**src/rtl/instruction_fetch_unit.sv**
```systemverilog
// Purpose : fetch stage; owns the 4-bit PC, addresses instruction memory, captures into IR.
// Latency : one edge from PC presentation to IR; redirect costs one bubble cycle.
// Backpr. : IR holds while ir_valid && !dec_ready; the PC holds with it. Fetch resumes on the release edge with no bubble.
//
// Ports:
//   clk, reset (async, active-high)
//   imem_addr / imem_instr          : combinational instruction memory read
//   ir_instr, ir_pc, ir_valid       : instruction register toward decode
//   dec_ready                       : decoder consumes IR when ir_valid is high
//   redirect_valid, redirect_target : taken branch/jump; flushes IR
//   halted                          : high while stopped on HALT_INSTR
module instruction_fetch_unit #(
    parameter logic [7:0] HALT_INSTR = 8'hFF,
    parameter logic [3:0] RESET_PC   = 4'd0
) (
    input  logic       clk,
    input  logic       reset,
    output logic [3:0] imem_addr,
    input  logic [7:0] imem_instr,
    output logic [7:0] ir_instr,
    output logic [3:0] ir_pc,
    output logic       ir_valid,
    input  logic       dec_ready,
    input  logic       redirect_valid,
    input  logic [3:0] redirect_target,
    output logic       halted
);

    typedef enum logic {
        FETCH  = 1'b0,
        HALTED = 1'b1
    } state_t;

    state_t     state_q, state_d;
    logic [3:0] pc_q, pc_d;
    logic [7:0] ir_q, ir_d;
    logic [3:0] ir_pc_q, ir_pc_d;
    logic       valid_q, valid_d;
    logic       can_load;

    // IR is free when empty or when its current content is consumed this cycle.
    assign can_load = !valid_q || dec_ready;

    always_ff @(posedge clk or posedge reset) begin
        if (reset) begin
            state_q <= FETCH;
            pc_q    <= RESET_PC;
            ir_q    <= 8'h00;
            ir_pc_q <= 4'd0;
            valid_q <= 1'b0;
        end else begin
            state_q <= state_d;
            pc_q    <= pc_d;
            ir_q    <= ir_d;
            ir_pc_q <= ir_pc_d;
            valid_q <= valid_d;
        end
    end

    always_comb begin
        state_d = state_q;
        pc_d    = pc_q;
        ir_d    = ir_q;
        ir_pc_d = ir_pc_q;
        valid_d = valid_q;

        if (redirect_valid) begin
            // Flush wins over consumption and over halt; the word on
            // imem_instr belongs to the wrong path and is dropped.
            pc_d    = redirect_target;
            valid_d = 1'b0;
            state_d = FETCH;
        end else begin
            case (state_q)
                FETCH: begin
                    if (can_load) begin
                        ir_d    = imem_instr;
                        ir_pc_d = pc_q;
                        valid_d = 1'b1;
                        if (imem_instr == HALT_INSTR) begin
                            // Halt is delivered to decode; PC parks on it.
                            state_d = HALTED;
                        end else begin
                            pc_d = pc_q + 4'd1;
                        end
                    end
                end
                HALTED: begin
                    if (valid_q && dec_ready) begin
                        valid_d = 1'b0;
                    end
                end
                default: state_d = FETCH;
            endcase
        end
    end

    assign imem_addr = pc_q;
    assign ir_instr  = ir_q;
    assign ir_pc     = ir_pc_q;
    assign ir_valid  = valid_q;
    assign halted    = (state_q == HALTED);

endmodule

```
**config.mk**
```make
export PLATFORM = sky130hd
export DESIGN_NAME = instruction_fetch_unit
export DESIGN_NICKNAME = d
export VERILOG_FILES = /design/src/rtl/instruction_fetch_unit.sv
export SDC_FILE = /design/constraint.sdc
export NUM_CORES = 1
export LEC_CHECK = 0
export CAP_MARGIN = 30
export CORE_UTILIZATION = 35
export DETAILED_ROUTE_END_ITERATION = 7
export PLACE_DENSITY = 0.79
export SLEW_MARGIN = 20
export SYNTH_ARGS = -nofsm -noshare
export SYNTH_HDL_FRONTEND = slang
export SYNTH_SLANG_ARGS = --single-unit
```
**constraint.sdc**
```tcl
create_clock -name clk -period 1.65 [get_ports clk]
set_input_delay 0.2475 -clock clk [delete_from_list [all_inputs] [get_ports clk]]
set_output_delay 0.2475 -clock clk [all_outputs]
set_load 0.05 [all_outputs]
```
# After elaboration in Yosys (flattened, before gate mapping)
# Index checks and enable logic that the tools add are counted.
totals:
  regBits: 18
  output_inout_bits: 18
  elab_cells: 32
classes:
  add_sub_neg: 1
  n_bitwise: 2
  n_reduce_logical: 7
  n_eq_ne: 5
  n_mux: 12
ops:
  columns: ["cell", "n"]
  rows:
  - ["$mux W4", 4]
  - ["$eq A8 B8 Y1 const B", 1]
  - ["$mux W1", 7]
  - ["$reduce_and A3 Y1", 2]
  - ["$add A4 B1 Y4 const B", 1]
  - ["$ne A2 B2 Y1 const B", 2]
  - ["$ne A3 B2 Y1 const B", 1]
  - ["$ne A3 B3 Y1 const B", 1]
  - ["$not A1 Y1", 2]
  - ["$pmux W1 S2", 1]
  - ["$reduce_and A2 Y1", 1]
  - ["$reduce_bool A2 Y1", 1]
  - ["$logic_and A1 B1 Y1", 1]
  - ["$logic_not A1 Y1", 1]
  - ["$logic_or A1 B1 Y1", 1]

# Longest topological paths before layout
# Gate-level depths: netlist of run 1.
logic_depth:
  ltp_word: 5
  mapped_depth: 5
  mapped_depth_nobuf: 4

# Worst setup path before layout of run 1
# Ideal clock, no wire load.
synth_path:
  kind: "reg2reg"
  start: "register valid_q (netlist: ir_valid)"
  end: "register ir_q[0] (netlist: ir_instr[0])"
  synth_period_minus_slack_ns: 1.633
  t_arrival_ns: 1.508
  setup_slack_ns: 0.017
  path_stages_with_launch: 6
  setup_ns: 0.125
  path_buffers: 1
  cell_sequence: "dfrtp_1 nand2b_2 nand2_1 nor2_1 buf_2 mux2_2"
synth_via:
  elab_chain_cells: 3
synth_rtl:
  columns: ["item", "line_no", "source"]
  rows:
  - ["from (decl)", "38", "logic valid_q, valid_d;"]
  - ["from (signal assigned)", "56", "valid_q <= valid_d;"]
  - ["$logic_not A1 Y1", "42", "assign can_load = !valid_q || dec_ready;"]
  - ["$logic_or A1 B1 Y1", "42", null]
  - ["$reduce_and A3 Y1 (no source line)", null, null]
  - ["to (signal assigned)", "54", "ir_q <= ir_d;"]
  - ["to (decl)", "36", "logic [7:0] ir_q, ir_d;"]
# Every way passes these cells.
# A chain may end at the register's enable or synchronous reset.

# Worst setup path in the final report of run 1
layout_path:
  start: "register pc_q[0] (netlist: imem_addr[0])"
  end: "register pc_q[1] (netlist: imem_addr[1])"
layout_via:
  elab_chain_cells: 5
layout_rtl:
  columns: ["item", "line_no", "source"]
  rows:
  - ["from (decl)", "35", "logic [3:0] pc_q, pc_d;"]
  - ["from (signal assigned)", "53", "pc_q <= pc_d;"]
  - ["$add A4 B1 Y4", "84", "pc_d = pc_q + 4'd1;"]
  - ["$mux W4", "80", "if (imem_instr == HALT_INSTR) begin"]
  - ["$mux W4", "76", "if (can_load) begin"]
  - ["$mux W4", "74", "case (state_q)"]
  - ["$mux W4", "67", "if (redirect_valid) begin"]
# Every way passes these cells. The select of a mux whose other input is x is not followed.

==> results.py, run 1 <==
metrics = {
    "global_routing": {
        "grt.overflow.total": 0,
        "grt_pass1_vias": 610,
        "antenna_found_initial": 0,
        "grt_max_degree": 19,
        "track_usage_pct": 14.5,
        "grt_pass1_wl_mm": 2.66,
    },
    "power": {
        "p_leak_nw": 0.551,
        "power.density_nw_per_um2": 1330,
        "vdd_drop_max_v": 0.00101,
        "total_power_mw": 1.60,
    },
    "outcome": {
        "outcome": "finished clean",
    },
    "floorplanning": {
        "dieArea_um2": 2540,
        "die_w_um": 50.4,
        "start_util_pct": 37.0,
        "row_count": 17,
        "core_um2": 2210,
        "ios": 34,
        "die_y_um": 50.4,
    },
    "cells_and_area": {
        "fillers": 209,
        "drive_gt1_share_pct": 43.7,
        "stdcell_count": 131,
        "layout_common_cells": "buf_4, dfrtp_1, clkdlybuf4s50_1",
        "nets": 121,
        "syn_to_final_growth_pct": 47.1,
        "layout_commonest_cell": "buf_4",
        "antenna-diode-count": 0,
    },
    "sta": {
        "post-route-period-util_pct": 85.7,
        "slew_viol_final": 0,
        "slew_headroom_pct": 84.0,
        "period_needed_ns": 1.41,
        "finalClockSkew_ns": 0.000842,
        "hold_violations": 0,
        "worst_pin_slew_ns": 0.239,
        "setup-violations-final": 0,
        "hold-worst-slack_ns": 0.254,
        "grt_setup_unrepaired": "false",
        "fmax_mhz": 707,
        "fin_ws_ns": 0.236,
    },
    "logic_synthesis": {
        "synth.cell_area_um2": 818,
        "synth_nets": 79,
        "synth_edf_count": 0,
        "avgSynthCellArea_um2": 13.2,
        "synth_cells": 62,
        "ys_warn_count": 0,
        "yosysTopAreaCellShare_pct": 55.0,
        "synth_area_leaders": "dfrtp_1, mux2_2, mux2_1",
        "synth_async_sr_flop_share_pct": 100,
        "ys.flop_type": "dfrtp_1",
        "synth_top_cell_by_area": "dfrtp_1",
        "ys_seq_area_share_pct": 55.0,
        "synth_cell_type_count": 20,
        "synth_seq_cells": 18,
    },
    "worst_setup_path": {
        "worst-path-max-fanout": 6,
        "required_ns": 1.83,
        "crit_type": "reg -> reg",
        "worstPathArrival_ns": 1.60,
        "cp-start-kind": "flip-flop",
        "cp-end-kind": "flip-flop",
    },
    "clock_network": {
        "h-tree-depth": 1,
        "clk_pin_slew_worst_paths_ns": 0.10,
        "cts_tree": "done",
        "numCtsBuffers": 3,
        "clock_path_buffers": 2,
        "insertion_delay_ns": 0.29,
        "cts_setup_buffers": 0,
        "postCtsHoldBufs": 0,
        "clock_sinks": 18,
        "cts-root-buf": "clkbuf_4",
        "post_cts_resized": 0,
    },
    "worst_hold_path": {
        "worstHoldPathType": "in -> async",
    },
    "drt": {
        "vias": 621,
        "vias_per_cell": 4.74,
        "drt_first_pass_iters": 4,
        "drc": 0,
        "drt-wirelength-per-cell_um": 12.1,
        "drt_wl_total_mm": 1.58,
        "ant_nets": 0,
        "drt-initial-drc-count": 9,
    },
    "run": {
        "cap_violations": 0,
    },
    "place": {
        "place_inst": 127,
        "place_hpwl_mm": 1.25,
        "place_congestion": 0.736,
        "place_ws_ns": -0.0825,
        "port_buffers": 33,
    },
}
-- cells in the mapped netlist, types with 2 or more instances --
master,instances
a21oi_1,3
dfrtp_1,18
inv_1,4
mux2_1,3
mux2_2,13
nand2_1,4
nand3_1,2
o21ai_0,3
-- worst paths after layout --
path | to | slack, ns | cells after the start | startpoint
max | imem_addr[1] | 0.24 | 3 | imem_addr[0]
min | ir_instr[2] | 0.25 | 3 | reset
max reg2reg | imem_addr[1] | 0.24 | 3 | imem_addr[0]
min reg2reg | ir_valid | 0.48 | 1 | halted
max in group asynchronous | ir_instr[5] | 1.21 | 3 | reset
min in group clk | ir_valid | 0.48 | 1 | halted
-- cell type report --
class                   count  area, um^2  share of cell area (%)
well taps                  28        35.0                    2.91
clock buffers               4        36.3                    3.01
flip-flops and latches     18         450                    37.4
inverters                   4        15.0                    1.25
multi-input cells          38         337                    28.0
repair buffers             39         330                    27.4
-- report_power, final --
group	internal [mW]	leakage, nW	switching (mW)
registers	0.535	0.215	0.0781
logic	0.264	0.315	0.453
clock network	0.134	0.0210	0.136
-- sequential cells by signal (all words and copies together), names as in the netlist --
name	flops
ir_pc	4
halted	1
ir_valid	1
ir_instr	8
imem_addr	4
-- cell families after synthesis --
group	synth area share, %
adder cells (fa/ha/maj)	1.53
flip-flops	55.0
AO/OA/AOI/OAI	5.66
buffers and inverters	3.82
multiplexers	22.0
XOR/XNOR	2.14
AND/OR/NAND/NOR	9.79
-- worst max-delay path, cell delays in order, from the launching register on --
cell     delay, ns
dfrtp_1       0.46
ha_1          0.31
mux2_2        0.26
mux2_1        0.28
-- through the flow --
step           utilization [%]  instance area, um^2  TNS [ns]
3_3_place_gp              52.8                 1170    -0.468
6_report                  54.4                 1200         0
4_1_cts                   54.4                 1200         0
3_5_place_dp              52.8                 1170    -0.620
2_1_floorplan                -                  818         0
5_1_grt                   54.4                 1200         0
-- metal layers --
layer / vias to the layer above / routed length [um] / track usage [%]
li1: 301 / - / -
met1: 300 / 678 / 18.5
met2: 18 / 813 / 22.2
met3: 2 / 86 / 5.15
met4: 0 / 4 / 5.56
met5: - / 0 / 0
Note: power is estimated with default switching activity, not from simulation.
==> run 2, diff against run 1 <==
--- a/config.mk
+++ b/config.mk
@@ -8,6 +8,7 @@
 export CAP_MARGIN = 30
 export CORE_UTILIZATION = 35
 export DETAILED_ROUTE_END_ITERATION = 7
+export HOLD_SLACK_MARGIN = 0.06
 export PLACE_DENSITY = 0.79
 export SLEW_MARGIN = 20
 export SYNTH_ARGS = -nofsm -noshare
==> results of run 2 <==
No change in the layout: final DEF, timing and power equal those of run 1.
==> run 3, diff against run 2 <==
--- a/config.mk
+++ b/config.mk
@@ -10,6 +10,7 @@
 export DETAILED_ROUTE_END_ITERATION = 7
 export HOLD_SLACK_MARGIN = 0.06
 export PLACE_DENSITY = 0.79
+export SKIP_CTS_REPAIR_TIMING = 1
 export SLEW_MARGIN = 20
 export SYNTH_ARGS = -nofsm -noshare
 export SYNTH_HDL_FRONTEND = slang
==> results of run 3 <==
No change in the layout: final DEF, timing and power equal those of run 1.
